--- src/rtl/multicycle_control_if.sv ---
// Control bundle between the multi-cycle controller and its datapath.
// The controller holds the master modport; the datapath (or a bench) holds the slave.
interface multicycle_control_if #(
    parameter int unsigned CNT_W = 16
);
    logic [3:0]       opcode;
    logic             zero;
    logic             mem_ready;
    logic [4:0]       State;
    logic             pc_write;
    logic [1:0]       pc_src;
    logic             ir_write;
    logic             mem_rd;
    logic             mem_wr;
    logic             iord;
    logic             alu_src_b;
    logic             reg_write;
    logic             wb_sel;
    logic             instr_done;
    logic             halted;
    logic             trap;
    logic [CNT_W-1:0] retired;

    modport master (
        input  opcode,
        input  zero,
        input  mem_ready,
        output State,
        output pc_write,
        output pc_src,
        output ir_write,
        output mem_rd,
        output mem_wr,
        output iord,
        output alu_src_b,
        output reg_write,
        output wb_sel,
        output instr_done,
        output halted,
        output trap,
        output retired
    );

    modport slave (
        output opcode,
        output zero,
        output mem_ready,
        input  State,
        input  pc_write,
        input  pc_src,
        input  ir_write,
        input  mem_rd,
        input  mem_wr,
        input  iord,
        input  alu_src_b,
        input  reg_write,
        input  wb_sel,
        input  instr_done,
        input  halted,
        input  trap,
        input  retired
    );
endinterface

--- src/rtl/multicycle_control.sv ---
// Fetch/decode/execute/memory/write-back sequencer for the multi-cycle datapath,
// with Mealy fetch handshake and a saturating retired-instruction counter.
module multicycle_control #(
    parameter int unsigned CNT_W = 16
) (
    input logic                 clk,
    input logic                 rst,
    multicycle_control_if.master ctrl
);

    typedef enum logic [4:0] {
        StIf     = 5'd0,
        StId     = 5'd1,
        StExR    = 5'd2,
        StExI    = 5'd3,
        StAddr   = 5'd4,
        StMemRd  = 5'd5,
        StMemWr  = 5'd6,
        StWbAlu  = 5'd7,
        StWbMem  = 5'd8,
        StBranch = 5'd9,
        StJump   = 5'd10,
        StHalt   = 5'd11,
        StTrap   = 5'd12
    } state_e;

    localparam logic [2:0] OpNop  = 3'd0;
    localparam logic [2:0] OpAluR = 3'd1;
    localparam logic [2:0] OpAluI = 3'd2;
    localparam logic [2:0] OpLw   = 3'd3;
    localparam logic [2:0] OpSw   = 3'd4;
    localparam logic [2:0] OpBeq  = 3'd5;
    localparam logic [2:0] OpJmp  = 3'd6;
    localparam logic [2:0] OpHalt = 3'd7;

    localparam logic [1:0] PcPlus1 = 2'd0;
    localparam logic [1:0] PcBranch = 2'd1;
    localparam logic [1:0] PcJump = 2'd2;

    localparam logic [CNT_W-1:0] RetiredMax = {CNT_W{1'b1}};

    state_e           state_q, state_d;
    logic [CNT_W-1:0] retired_q, retired_d;

    logic             illegal_op;
    logic [2:0]       op_class;

    logic             pc_write;
    logic [1:0]       pc_src;
    logic             ir_write;
    logic             mem_rd;
    logic             mem_wr;
    logic             iord;
    logic             alu_src_b;
    logic             reg_write;
    logic             wb_sel;
    logic             instr_done;
    logic             halted;
    logic             trap;

    assign illegal_op = ctrl.opcode[3];
    assign op_class   = ctrl.opcode[2:0];

    always_ff @(posedge clk or posedge rst) begin
        if (rst) begin
            state_q   <= StIf;
            retired_q <= '0;
        end else begin
            state_q   <= state_d;
            retired_q <= retired_d;
        end
    end

    always_comb begin
        state_d    = state_q;
        pc_write   = 1'b0;
        pc_src     = PcPlus1;
        ir_write   = 1'b0;
        mem_rd     = 1'b0;
        mem_wr     = 1'b0;
        iord       = 1'b0;
        alu_src_b  = 1'b0;
        reg_write  = 1'b0;
        wb_sel     = 1'b0;
        instr_done = 1'b0;
        halted     = 1'b0;
        trap       = 1'b0;

        case (state_q)
            StIf: begin
                mem_rd = 1'b1;
                // Fetch completes in the ready cycle: latch IR and bump PC together.
                if (ctrl.mem_ready) begin
                    ir_write = 1'b1;
                    pc_write = 1'b1;
                    state_d  = StId;
                end
            end
            StId: begin
                if (illegal_op) begin
                    state_d = StTrap;
                end else begin
                    case (op_class)
                        OpNop: begin
                            instr_done = 1'b1;
                            state_d    = StIf;
                        end
                        OpAluR:      state_d = StExR;
                        OpAluI:      state_d = StExI;
                        OpLw, OpSw:  state_d = StAddr;
                        OpBeq:       state_d = StBranch;
                        OpJmp:       state_d = StJump;
                        OpHalt: begin
                            instr_done = 1'b1;
                            state_d    = StHalt;
                        end
                        default:     state_d = StTrap;
                    endcase
                end
            end
            StExR: begin
                alu_src_b = 1'b0;
                state_d   = StWbAlu;
            end
            StExI: begin
                alu_src_b = 1'b1;
                state_d   = StWbAlu;
            end
            StAddr: begin
                alu_src_b = 1'b1;
                state_d   = (op_class == OpLw) ? StMemRd : StMemWr;
            end
            StMemRd: begin
                mem_rd = 1'b1;
                iord   = 1'b1;
                if (ctrl.mem_ready) begin
                    state_d = StWbMem;
                end
            end
            StMemWr: begin
                mem_wr = 1'b1;
                iord   = 1'b1;
                if (ctrl.mem_ready) begin
                    instr_done = 1'b1;
                    state_d    = StIf;
                end
            end
            StWbAlu: begin
                reg_write  = 1'b1;
                wb_sel     = 1'b0;
                instr_done = 1'b1;
                state_d    = StIf;
            end
            StWbMem: begin
                reg_write  = 1'b1;
                wb_sel     = 1'b1;
                instr_done = 1'b1;
                state_d    = StIf;
            end
            StBranch: begin
                pc_src     = PcBranch;
                pc_write   = ctrl.zero;
                instr_done = 1'b1;
                state_d    = StIf;
            end
            StJump: begin
                pc_src     = PcJump;
                pc_write   = 1'b1;
                instr_done = 1'b1;
                state_d    = StIf;
            end
            StHalt: begin
                halted  = 1'b1;
                state_d = StHalt;
            end
            StTrap: begin
                halted  = 1'b1;
                trap    = 1'b1;
                state_d = StTrap;
            end
            default: state_d = StIf;
        endcase
    end

    // Saturate rather than wrap so a long run never reports a small count.
    always_comb begin
        retired_d = retired_q;
        if (instr_done && (retired_q != RetiredMax)) begin
            retired_d = retired_q + CNT_W'(1);
        end
    end

    assign ctrl.State      = state_q;
    assign ctrl.pc_write   = pc_write;
    assign ctrl.pc_src     = pc_src;
    assign ctrl.ir_write   = ir_write;
    assign ctrl.mem_rd     = mem_rd;
    assign ctrl.mem_wr     = mem_wr;
    assign ctrl.iord       = iord;
    assign ctrl.alu_src_b  = alu_src_b;
    assign ctrl.reg_write  = reg_write;
    assign ctrl.wb_sel     = wb_sel;
    assign ctrl.instr_done = instr_done;
    assign ctrl.halted     = halted;
    assign ctrl.trap       = trap;
    assign ctrl.retired    = retired_q;

endmodule

--- src/flat_wrapper.sv ---
// flat-port wrapper written by rule: the top's interface ports become plain ports
module multicycle_control_flat 
#(
    parameter int unsigned CNT_W = 16
)
  (clk, rst, ctrl_opcode, ctrl_zero, ctrl_mem_ready, ctrl_State, ctrl_pc_write, ctrl_pc_src, ctrl_ir_write, ctrl_mem_rd, ctrl_mem_wr, ctrl_iord, ctrl_alu_src_b, ctrl_reg_write, ctrl_wb_sel, ctrl_instr_done, ctrl_halted, ctrl_trap, ctrl_retired);
  multicycle_control_if #(.CNT_W(CNT_W)) ctrl_i ();
  input logic clk;
  input logic rst;
  input wire logic [$bits(ctrl_i.opcode)-1:0] ctrl_opcode;
  input wire logic [$bits(ctrl_i.zero)-1:0] ctrl_zero;
  input wire logic [$bits(ctrl_i.mem_ready)-1:0] ctrl_mem_ready;
  output wire logic [$bits(ctrl_i.State)-1:0] ctrl_State;
  output wire logic [$bits(ctrl_i.pc_write)-1:0] ctrl_pc_write;
  output wire logic [$bits(ctrl_i.pc_src)-1:0] ctrl_pc_src;
  output wire logic [$bits(ctrl_i.ir_write)-1:0] ctrl_ir_write;
  output wire logic [$bits(ctrl_i.mem_rd)-1:0] ctrl_mem_rd;
  output wire logic [$bits(ctrl_i.mem_wr)-1:0] ctrl_mem_wr;
  output wire logic [$bits(ctrl_i.iord)-1:0] ctrl_iord;
  output wire logic [$bits(ctrl_i.alu_src_b)-1:0] ctrl_alu_src_b;
  output wire logic [$bits(ctrl_i.reg_write)-1:0] ctrl_reg_write;
  output wire logic [$bits(ctrl_i.wb_sel)-1:0] ctrl_wb_sel;
  output wire logic [$bits(ctrl_i.instr_done)-1:0] ctrl_instr_done;
  output wire logic [$bits(ctrl_i.halted)-1:0] ctrl_halted;
  output wire logic [$bits(ctrl_i.trap)-1:0] ctrl_trap;
  output wire logic [$bits(ctrl_i.retired)-1:0] ctrl_retired;
  assign ctrl_i.opcode = ctrl_opcode;
  assign ctrl_i.zero = ctrl_zero;
  assign ctrl_i.mem_ready = ctrl_mem_ready;
  assign ctrl_State = ctrl_i.State;
  assign ctrl_pc_write = ctrl_i.pc_write;
  assign ctrl_pc_src = ctrl_i.pc_src;
  assign ctrl_ir_write = ctrl_i.ir_write;
  assign ctrl_mem_rd = ctrl_i.mem_rd;
  assign ctrl_mem_wr = ctrl_i.mem_wr;
  assign ctrl_iord = ctrl_i.iord;
  assign ctrl_alu_src_b = ctrl_i.alu_src_b;
  assign ctrl_reg_write = ctrl_i.reg_write;
  assign ctrl_wb_sel = ctrl_i.wb_sel;
  assign ctrl_instr_done = ctrl_i.instr_done;
  assign ctrl_halted = ctrl_i.halted;
  assign ctrl_trap = ctrl_i.trap;
  assign ctrl_retired = ctrl_i.retired;
  multicycle_control #(.CNT_W(CNT_W)) u_core (.clk(clk), .rst(rst), .ctrl(ctrl_i));
endmodule
--- config.mk ---
export PLATFORM = sky130hd
export DESIGN_NAME = multicycle_control_flat
export DESIGN_NICKNAME = d
export VERILOG_FILES = /design/src/rtl/multicycle_control_if.sv /design/src/rtl/multicycle_control.sv /design/src/flat_wrapper.sv
export SDC_FILE = /design/constraint.sdc
export NUM_CORES = 1
export LEC_CHECK = 0
export CAP_MARGIN = 20
export CORE_AREA = 2 2 65 52
export CTS_CLUSTER_SIZE = 10
export DETAILED_ROUTE_END_ITERATION = 10
export DIE_AREA = 0 0 67 54
export PLACE_DENSITY = 0.77
export SLEW_MARGIN = 20
export SYNTH_ARGS = -nofsm -noshare
export SYNTH_HDL_FRONTEND = slang
export SYNTH_SLANG_ARGS = --single-unit
--- constraint.sdc ---
create_clock -name clk -period 2.8 [get_ports clk]
set_clock_uncertainty 0.15 [all_clocks]
set_input_delay 0.28 -clock clk [delete_from_list [all_inputs] [get_ports clk]]
set_output_delay 0.28 -clock clk [all_outputs]
set_load 0.01 [all_outputs]
==> metrics.txt <==
grt met3 use 4.39%; crit path launch type primary input; CP max stage delay 0.52 ns; critical-path cell list clkdlybuf4s50_1, or3_4, a2111oi_4, a211oi_4, inv_1, clkdlybuf4s50_1; die extent in y 54 um; gpl congestion 0.877; Leak 0.737 nW; Net Count, Synth 158; Clk pin slew, worst setup/hold paths 0.07 ns; Final nets 201; clock root buffer clkbuf_8; P&R area growth vs syn 37.5%; met2 Usage GRT 31.2%; ys flop type dfrtp_1; final cell utilization of the core 59.0%; pre-CTS WS 0.124 ns; Yosys top cell by area dfrtp_1; most frequent cells in the layout clkdlybuf4s50_1 (40), dfrtp_1 (19), nor2_1 (14), xor2_1 (14), nor3_1 (11); grt met1 use 29.6%; final worst slack 0.150 ns; Hold Crit Class in -> async; DR WL/cell 14.9 um; Initial DRC Count 92; Post-Syn Area per Cell 8.83 um2; antenna-violating nets left 0; Buffers on Ports 40; Final Hold Vio Count 0; first-pass GRT wire length 5660 um; Synth Cell Area 1320 um2; FP Rows 18; Max Cap Viol 0; vias in the first global route 1,163; TritonCTS Buffers 3; design area 1810 um2; critical path type in -> out; pwr dens 918 nW/um2; dominant cells by area after synthesis dfrtp_1 (38%), xor2_1 (9.3%), nor3_1 (4.2%), nor2_1 (4.0%), a21oi_1 (3.4%); clk sink count 20; setup TNS 0 ns; Die X 67 um; layout cell share with drive strength beyond 1 8.42%; Yosys cell types 38; num ports 42; actual slew at the worst max-slew pin 0.897 ns; sequential fraction of the synthesis area 38.1%; Slowest-stage cell, CP clkdlybuf4s50_1; most common cell after layout, fill and taps aside clkdlybuf4s50_1; GRT Total Usage 20.5%; Final min period 2.65 ns; Congestion Overflow GR 0; final period utilization 94.6%; total detailed-routing wirelength 3430 um; FF+latch count, synth 20; # DRC 0; H-tree Lvls 1; Critical Path RT 2.37 ns; number of synthesized flops with an enable pin 0; crit path DAT 2.22 ns; RSZ-0062 raised after global routing false; maximum VDD drop 572 uV; Syn Inst Count 149; die area 3620 um2; n_diodes 0; status completed; Placed Area 1760 um2; Setup-failing EPs final 0; DRT Pass-1 Iters 4; Crit. End Element output pin; Initial Util 42.9%; largest net degree at the start of global routing 21; fmax 377 MHz; post-synth top area share 38.1%; Max FO, Critical Path 9; initial antenna violation count 0; gr busiest metal met2; via count 1,324; DP HPWL 2580 um; max-slew violation count 0; Synth Warn # 0; CTS tree yes; Max clock buf depth 2; Max-slew headroom 39.7%; vias per cell 5.76; CORE AREA 3060 um2; fraction of registers with async set/reset 100%; Clk Latency, worst-skew pair 0.26 ns; cell repeated most along the worst path clkdlybuf4s50_1
-- through the flow --
| step | power (W) | std cells | hold slack [ns] |
|---|---|---|---|
| 2_1_floorplan | 0.00104 | 149 | 0.0938 |
| 3_3_place_gp | 0.00141 | 227 | 0.342 |
| 3_5_place_dp | 0.00145 | 227 | 0.347 |
| 4_1_cts | 0.00164 | 230 | 0.332 |
| 5_1_grt | 0.00178 | 230 | 0.367 |
| 6_report | 0.00166 | 230 | 0.292 |
-- registers in the layout, indices dropped and copies added, names as in the netlist --
register             flops
u_core.ctrl.State        4
u_core.ctrl.retired     16
-- cells by family (layout without fill, tap and decap cells) --
family,Yosys count,count (layout),share of synthesized area (%)
compound gates,28,28,15.5
flops,20,20,38.1
mux,2,2,1.71
fa+ha+maj,1,1,0.951
xor+xnor,16,16,10.7
other cells,1,1,0.285
simple gates,68,68,27.7
buf+inv,13,54,5.14
-- critical path, delay by kind of cell --
family                 cells  cell delay (ns)
AOI/OAI and AO/OA          2             0.51
and+or+nand+nor            1             0.41
buffers and inverters      3             1.02
-- where the power goes --
group / switching, W / internal, W
Combinational: 0.000465 / 0.000470
Sequential: 0.000167 / 0.000369
Clock: 0.0000921 / 0.0000960
Total: 0.000725 / 0.000934
-- layer usage --
| metal | vias up | wire length, um |
|---|---|---|
| met3 | 5 | 217 |
| met1 | 635 | 1580 |
| met5 | - | 0 |
| met2 | 57 | 1610 |
| li1 | 627 | - |
| met4 | 0 | 33 |
-- timing repair --
item,4_1_cts,5_1_grt
hold buffers,0,0
setup endpoints to repair,0,1
buffers inserted,0,0
gates resized for setup,0,3
-- area by class of cell --
cell class                      instances  area, um2
Clock buffer                            3       41.3
Fill cell                             270       1250
Inverter                                6       22.5
Multi-Input combinational cell        116        754
Sequential cell                        20        502
Tap cell                               40       50.0
Timing Repair Buffer                   45        438
-- synthesized netlist by cell type, types with 2 or more instances --
| master | instances |
|---|---|
| a21oi_1 | 9 |
| and3_1 | 2 |
| buf_6 | 2 |
| clkbuf_1 | 3 |
| dfrtp_1 | 20 |
| inv_1 | 6 |
| mux2_2 | 2 |
| nand2_1 | 10 |
| nand3_1 | 5 |
| nand4_1 | 6 |
| nor2_1 | 14 |
| nor2b_1 | 4 |
| nor3_1 | 11 |
| nor3b_1 | 2 |
| nor4_1 | 7 |
| nor4b_1 | 2 |
| o2111ai_1 | 2 |
| o21ai_0 | 7 |
| o31ai_1 | 2 |
| xnor2_1 | 2 |
| xor2_1 | 14 |
-- worst paths after layout --
kind                                               startpoint                                  to  slack, ns  cells past startpoint
max in group asynchronous                                 rst    u_core.ctrl.State[0]$_DFFE_PP0P_       1.69                      2
min                                                       rst  u_core.ctrl.retired[0]$_DFFE_PP0P_       0.29                      2
max                                            ctrl_opcode[1]                     ctrl_instr_done       0.15                      6
min in group clk           u_core.ctrl.retired[9]$_DFFE_PP0P_  u_core.ctrl.retired[9]$_DFFE_PP0P_       0.36                      1
max reg2reg                u_core.ctrl.retired[0]$_DFFE_PP0P_  u_core.ctrl.retired[1]$_DFFE_PP0P_       0.41                      5
min reg2reg                u_core.ctrl.retired[9]$_DFFE_PP0P_  u_core.ctrl.retired[9]$_DFFE_PP0P_       0.36                      1
Note: power is estimated with default switching activity, not from simulation.
